<file path="src/rtl/serial_word_loader.sv">
// Assembles a start/data/stop framed, valid-qualified serial stream into an N-bit word
// and hands it to the downstream register with a one-cycle carga strobe.
module serial_word_loader #(
  parameter int N = 4
) (
  input  logic         clk,
  input  logic         reset_sync,
  input  logic         serial_in,
  input  logic         valid_in,
  output logic [N-1:0] word_out,
  output logic         carga,
  output logic         frame_error,
  output logic         busy
);

  localparam int CW = $clog2(N) + 1;

  typedef enum logic [1:0] {
    IDLE = 2'd0,
    DATA = 2'd1,
    STOP = 2'd2
  } state_t;

  state_t         state_r;
  state_t         state_s;
  logic [N-1:0]   shreg_r;
  logic [N-1:0]   shreg_s;
  logic [N-1:0]   word_r;
  logic [N-1:0]   word_s;
  logic [CW-1:0]  cnt_r;
  logic [CW-1:0]  cnt_s;
  logic           carga_r;
  logic           carga_s;
  logic           ferr_r;
  logic           ferr_s;
  logic           busy_r;

  // State register
  always_ff @(posedge clk) begin
    if (reset_sync) begin
      state_r <= IDLE;
    end else begin
      state_r <= state_s;
    end
  end

  // Next-state logic; every transition needs a valid beat, so gaps simply hold
  always_comb begin
    state_s = state_r;
    case (state_r)
      IDLE: begin
        if (valid_in) begin
          if (!serial_in) state_s = DATA;
          else            state_s = IDLE;
        end else begin
          state_s = IDLE;
        end
      end
      DATA: begin
        if (valid_in) begin
          if (cnt_r == CW'(N - 1)) state_s = STOP;
          else                     state_s = DATA;
        end else begin
          state_s = DATA;
        end
      end
      STOP: begin
        if (valid_in) state_s = IDLE;
        else          state_s = STOP;
      end
      default: state_s = IDLE;
    endcase
  end

  // Output and datapath next values; serial_in is only looked at under valid_in
  always_comb begin
    shreg_s = shreg_r;
    cnt_s   = cnt_r;
    word_s  = word_r;
    carga_s = 1'b0;
    ferr_s  = 1'b0;
    case (state_r)
      IDLE: begin
        if (valid_in) begin
          if (!serial_in) cnt_s = CW'(0);
          else            cnt_s = cnt_r;
        end else begin
          cnt_s = cnt_r;
        end
      end
      DATA: begin
        if (valid_in) begin
          shreg_s = {serial_in, shreg_r[N-1:1]};
          cnt_s   = cnt_r + CW'(1);
        end else begin
          shreg_s = shreg_r;
        end
      end
      STOP: begin
        if (valid_in) begin
          if (serial_in) begin
            word_s  = shreg_r;
            carga_s = 1'b1;
          end else begin
            ferr_s  = 1'b1;
          end
        end else begin
          word_s = word_r;
        end
      end
      default: begin
        carga_s = 1'b0;
      end
    endcase
  end

  // Datapath and registered outputs
  always_ff @(posedge clk) begin
    if (reset_sync) begin
      shreg_r <= '0;
      cnt_r   <= '0;
      word_r  <= '0;
      carga_r <= 1'b0;
      ferr_r  <= 1'b0;
      busy_r  <= 1'b0;
    end else begin
      shreg_r <= shreg_s;
      cnt_r   <= cnt_s;
      word_r  <= word_s;
      carga_r <= carga_s;
      ferr_r  <= ferr_s;
      busy_r  <= (state_s != IDLE);
    end
  end

  assign word_out    = word_r;
  assign carga       = carga_r;
  assign frame_error = ferr_r;
  assign busy        = busy_r;

endmodule

</file>
<file path="config.mk">
export PLATFORM = sky130hd
export DESIGN_NAME = serial_word_loader
export DESIGN_NICKNAME = d
export VERILOG_FILES = /design/src/rtl/serial_word_loader.sv
export SDC_FILE = /design/constraint.sdc
export NUM_CORES = 1
export LEC_CHECK = 0
export ABC_AREA = 1
export CORE_MARGIN = 2
export CORE_UTILIZATION = 45
export DETAILED_ROUTE_END_ITERATION = 6
export GPL_TIMING_DRIVEN = 1
export MAX_ROUTING_LAYER = met4
export PLACE_DENSITY = 0.73
export SYNTH_ARGS = -nofsm -noshare
export SYNTH_HDL_FRONTEND = slang
export SYNTH_SLANG_ARGS = --single-unit
export TNS_END_PERCENT = 5
</file>
<file path="constraint.sdc">
create_clock -name clk -period 3.2 [get_ports clk]
set_input_delay 0.8 -clock clk [delete_from_list [all_inputs] [get_ports clk]]
set_output_delay 0.8 -clock clk [all_outputs]
set_load 0.01 [all_outputs]
</file>
# After elaboration in Yosys (flattened, before gate mapping)
# Index checks and enable logic that the tools add are counted.
# word_totals
mem_bits_ro	0
wordCells	35
regBits	16
latch_bits	0
mem_count	0
mem_bits_rw	0
# classes
bitwise	2
n_eq_ne	6
magnitude_cmp	0
n_div	0
add_sub_neg	1
multipliers	0
muxes	12
reduce_logical	7
shifts	0
# op_table
op	count
2-to-1 mux 3 bit	3
2-to-1 mux 2 bit	4
inequality test 2 bit, second input constant	3
case mux 2 bit (3 select lines)	1
case mux 3 bit (2 select lines)	1
AND reduction 4 bit	1
nonzero test 2 bit	2
adder 3 x 1 -> 3 bit, second input constant	1
equality test 3 x 2 -> 1 bit, second input constant	1
2-to-1 mux 1 bit	3
AND reduction 3 bit	1
OR reduction 3 bit	1
equality test 2 x 1 -> 1 bit, second input constant	1
equality test 2 bit, second input constant	1
logical NOT 2 bit	1
NOT 1 bit	2
AND reduction 2 bit	1

# Depth between registers and ports, before layout
# Gate-level depths: netlist (run 1).
# logic_depth
depth_word	5
depth_mapped	6

# Worst setup path before layout (run 1)
# Ideal clock, no wire load.
# synth_timing
kind	input port to flip-flop
start	in valid_in
end	reg shreg_r[3]
n_path_buf	1
t_arrival_ns	1.191
stages	4
path_slack_ns	1.890
cell_sequence	nand3_4 -> buf_6 -> o21ai_0 -> a21oi_1
# synth_between
elab_chain_len	1
# synth_lines
element	line	source
start, declared	9	input logic valid_in,
AND reduction 2 bit (no line)	n/a	
end signal, assigned	127	shreg_r <= shreg_s;
end, declared	26	logic [N-1:0] shreg_r;
# Every way passes these cells.
# A chain may end at the register's enable or synchronous reset.

# Final worst setup path (run 1)
# layout_timing
start	reg word_r[3] (netlist: word_out[3])
end	out word_out[3]
# layout_rtl
element	line	source
start, declared	28	logic [N-1:0] word_r;
start signal, assigned	129	word_r <= word_s;
end, declared	10	output logic [N-1:0] word_out,
# No word-level cell between the ends.

==> results of run 1 <==
## through the flow
step,setup slack (ns),util,hold WS [ns],power [W]
after floorplan,1.89,-,0.423,0.000242
after global placement,1.19,0.575,0.451,0.000253
after detailed placement,1.18,0.575,0.453,0.000255
after CTS,1.22,0.602,0.472,0.000386
after global routing,1.21,0.602,0.486,0.000401
final,1.23,0.602,0.470,0.000386
## synthesized netlist by cell type
master   number
dfxtp_1      16
nor2_1       16
inv_1        12
a21oi_1       9
o21ai_0       8
nand2_1       7
nand3_1       6
ha_1          2
inv_2         2
nor2_2        2
a31oi_1       1
buf_2         1
buf_6         1
nand2_2       1
nand3_4       1
nor4_1        1
## report_power, final
| part | internal, W | leakage, nW | switching (W) |
|---|---|---|---|
| Combinational | 0.0000158 | 0.194 | 0.0000218 |
| Clock | 0.0000693 | 0.0210 | 0.0000661 |
| Sequential | 0.000207 | 0.130 | 0.00000558 |
| Total | 0.000292 | 0.345 | 0.0000935 |
## flip-flops by register name, indices dropped and copies added (netlist names)
signal,flops
word_out,4
shreg_r,4
state_r,2
busy,1
carga,1
cnt_r,3
frame_error,1
## path summary, 6_finish.rpt
| check | startpoint | endpoint | cells after the start |
|---|---|---|---|
| setup reg to reg | cnt_r[0] | cnt_r[2] | 5 |
| hold / removal | shreg_r[1] | shreg_r[1] | 2 |
| setup / recovery | word_out[3] | word_out[3] | 1 |
| hold reg to reg | shreg_r[1] | shreg_r[1] | 2 |
## area by class of cell
type / count / area (µm²) / area share
tap: 15 / 18.8 / 0.0234
inverter: 14 / 52.6 / 0.0654
timing repair buffer: 10 / 100 / 0.125
sequential: 16 / 320 / 0.399
multi-input combinational: 54 / 275 / 0.343
clock buffer: 4 / 36.3 / 0.0452
## per-layer routing
metal,track usage,wire [µm]
met1,0.185,588
met2,0.231,547
met3,0.0560,63
met4,0.0750,22
met5,-,0
## cells by family after synthesis
| logic type | Yosys count | share of synthesized area |
|---|---|---|
| flops | 16 | 0.482 |
| buf+inv | 16 | 0.104 |
| compound gates | 18 | 0.137 |
| simple gates | 34 | 0.239 |
| fa+ha+maj | 2 | 0.0377 |
==> flow_metrics.tcl, run 1 <==
set metrics [dict create \
    path_clk_slew_ns 0.09 \
    ys_warn_count 0 \
    critPathBufInv 1 \
    cts_tree "yes" \
    fin_area_um2 803 \
    row_count 13 \
    ioPinCount 11 \
    crit_required_ns 2.40 \
    vias 554 \
    core-area_um2 1330 \
    relSlewSlack 0.817 \
    dp.final_hpwl_um 897 \
    num-nets-final 105 \
    drc_errors 0 \
    hold_path_class "flip-flop to flip-flop" \
    cp_max_fo 2 \
    clk_path_buf_depth 2 \
    setup_viol 0 \
    die_x_um 42.4 \
    numCtsBuffers 3 \
    reg2reg_slack_ns 2.10 \
    synth_top_area_frac 0.482 \
    period_share 0.614 \
    num_antenna_cells 0 \
    crit_arrival_ns 1.17 \
    drv_slew 0 \
    powerDensity_nw_per_um2 480 \
    fin_cells 113 \
    crit_chain "clkdlybuf4s50_1" \
    finalCriticalPeriod_ns 1.97 \
    wl_per_cell_um 10.8 \
    tns_ns 0 \
    ys_top_cells_by_area "dfxtp_1 (48%), nor2_1 (9.0%), a21oi_1 (6.8%)" \
    maxCapViolations 0 \
    grt_pass1_vias 518 \
    status "finished clean" \
    grt_start_max_net_pins 15 \
    ant_nets 0 \
    end_kind "output pin" \
    postCtsSetupRepairBufs 0 \
    clkLatencyLatePin_ns 0.29 \
    avgViaCountPerCell 4.90 \
    syn-instance-count 86 \
    hold_buffers 0 \
    ys_types 16 \
    gr-total-overflow 0 \
    clock.fmax_mhz 509 \
    avgSynthCellArea_um2 7.73 \
    placed_cells 109 \
    cpLargestDelayFamily "buffers and inverters" \
    skew_ns 0.00712 \
    worstMarginPinSlew_ns 0.274 \
    syn-num-nets 92 \
    grt_setup_unrepaired "false" \
    ctsResizeCount 0 \
    irDropWorstVdd_v 0.000289 \
    die_h_um 42.4 \
    critPathKind "flip-flop to output pin" \
    root_buffer "clkbuf_4" \
    yosysTopAreaCell "dfxtp_1" \
    htree_num_levels 1 \
    syn_area_um2 664 \
    initial_utilization 0.498 \
    grt_first_pass_wirelength_um 2080 \
    clock_sinks 16 \
    drive_gt1_frac 0.102 \
    layout_common_cells "nor2_1 (16), dfxtp_1 (16), inv_1 (12)" \
    drt_iter0_markers 1 \
    power_leakage_nw 0.345 \
    wl_um 1220 \
    startpoint_type "flip-flop" \
    max_stage_delay_ns 0.54 \
    port_buffers 10 \
    dieArea_um2 1800 \
    ys_ff_latch 16 \
    yosysSeqAreaShare 0.482 \
    dpl-instance-area_um2 767 \
    gp_congestion 0.801 \
    hold_viol 0 \
    fill_cells 122 \
    antenna_found_initial 0 \
    grt_util_all_layers 0.155 \
    crit_path_top_delay_cell "clkdlybuf4s50_1" \
    drt-pass1-iter-count 4 \
    synthToLayoutAreaGrowth_pct 20.9 \
]
Power figures use the tool's default switching activity.
==> run 2: changes to the inputs <==
CORE_UTILIZATION = 44   (was 45)
PLACE_DENSITY = 0.75   (was 0.73)
clock period = 1.6 ns   (was 3.2 ns; I/O delays follow)
==> flow_metrics.tcl, run 2 (same netlist as run 1, synthesis figures left out) <==
set metrics [dict create \
    status "finished clean" \
    grt_first_pass_wirelength_um 1990 \
    critPathKind "flip-flop to output pin" \
    max_stage_delay_ns 0.52 \
    whs_endpoint "shreg_r[0]" \
    drt-pass1-iter-count 5 \
    final_util 0.565 \
    power_leakage_nw 0.425 \
    initial_utilization 0.457 \
    fill_cells 132 \
    maxCapViolations 0 \
    crit_arrival_ns 1.11 \
    worst_r2r_endpoint "cnt_r[2]" \
    timing.rr.start "cnt_r[0]" \
    grt_util_all_layers 0.152 \
    postCtsSetupRepairBufs 0 \
    clk_path_buf_depth 2 \
    ant_nets 0 \
    pwr-share-seq 0.558 \
    dp.final_hpwl_um 875 \
    clock_sinks 16 \
    skew_ns 0.000444 \
    gr-total-overflow 0 \
    reg2reg_slack_ns 0.50 \
    crit_chain "clkdlybuf4s50_1" \
    layout_common_cells "nor2_1 (16), dfxtp_1 (16), inv_1 (12)" \
    dieArea_um2 1840 \
    clkLatencyLatePin_ns 0.28 \
    vias 580 \
    grt_pass1_vias 492 \
    end_kind "output pin" \
    grt_start_max_net_pins 15 \
    tns_ns 0 \
    dpl-instance-area_um2 776 \
    gp_congestion 0.873 \
    synthToLayoutAreaGrowth_pct 23.7 \
    cpLargestDelayFamily "buffers and inverters" \
    wl_um 1220 \
    drive_gt1_frac 0.111 \
    power.share.switching 0.232 \
    num_antenna_cells 0 \
    ioPinCount 11 \
    drv_slew 0 \
    power_switching_w 0.000176 \
    htree_num_levels 1 \
    period_share 0.946 \
    grt_setup_unrepaired "false" \
    port_buffers 10 \
    antenna_found_initial 0 \
    cts_tree "yes" \
    worstMarginPinSlew_ns 0.302 \
    die_x_um 42.9 \
    num-nets-final 106 \
    powerDensity_nw_per_um2 926 \
    startpoint_type "flip-flop" \
    root_buffer "clkbuf_4" \
    hold_path_class "flip-flop to flip-flop" \
    wl_per_cell_um 10.6 \
    finalCriticalPeriod_ns 1.51 \
    p_int_w 0.000585 \
    cp_max_fo 1 \
    drt_iter0_markers 27 \
    avgViaCountPerCell 5.04 \
    fin_area_um2 822 \
    critPathBufInv 1 \
    irDropWorstVdd_v 0.000509 \
    numCtsBuffers 3 \
    startpoint "busy" \
    crit_path_top_delay_cell "clkdlybuf4s50_1" \
    core-area_um2 1450 \
    hp-start "shreg_r[0]" \
    clock.fmax_mhz 661 \
    drc_errors 0 \
    row_count 14 \
    hold_viol 0 \
    combinationalPowerShare 0.100 \
    relSlewSlack 0.798 \
    setup_viol 0 \
    clkPwrFrac 0.342 \
    path_clk_slew_ns 0.09 \
    die_h_um 42.9 \
    crit_required_ns 1.20 \
    holdPathStages 2 \
    r2r_cells 5 \
]
## run 2: power by group through the flow
stage               clock [W]  combinational, W  sequential, W
detailed placement          0         0.0000750       0.000434
global placement            0         0.0000730       0.000434
floorplan                   0         0.0000516       0.000433
global route         0.000295         0.0000855       0.000427
CTS                  0.000267         0.0000756       0.000425
finish               0.000260         0.0000761       0.000425
## run 2: final cells by class
cell class                      count  area, µm²  share of cell area
Inverter                           14       52.6              0.0639
Multi-Input combinational cell     54        275               0.335
Timing Repair Buffer               11        118               0.143
Clock buffer                        4       36.3              0.0441
Sequential cell                    16        320               0.390
Tap cell                           16       20.0              0.0244
## run 2: worst max-delay path by stage
| stage | to | slack [ns] | cells after the start |
|---|---|---|---|
| after floorplan | cnt_r[2] | 0.55 | 5 |
| after global placement | word_out[0] | -0.007 | 6 |
| after detailed placement | cnt_r[0] | -0.03 | 6 |
| after CTS | word_out[3] | 0.008 | 1 |
| after global routing | carga | 0.03 | 1 |
| final | busy | 0.09 | 1 |
## run 2: per-stage QoR
stage	setup slack [ns]	power, W	std cells	hold slack (ns)
CTS	0.00769	0.000768	115	0.454
finish	0.0865	0.000761	115	0.459
floorplan	0.553	0.000485	86	0.423
global placement	-0.00705	0.000507	111	0.439
detailed placement	-0.0267	0.000509	111	0.439
global route	0.0266	0.000807	115	0.488
## run 2: routing by layer
layer	GRT usage	wire [µm]	up-vias
met1	0.192	600	254
met3	0.0426	69	6
li1	-	-	302
met2	0.200	519	18
met5	-	0	-
met4	0.119	34	0
## run 2: repair_timing
action,in CTS,in global routing
hold buffers,0,0
setup endpoints to repair,0,4
gates resized for setup,0,4
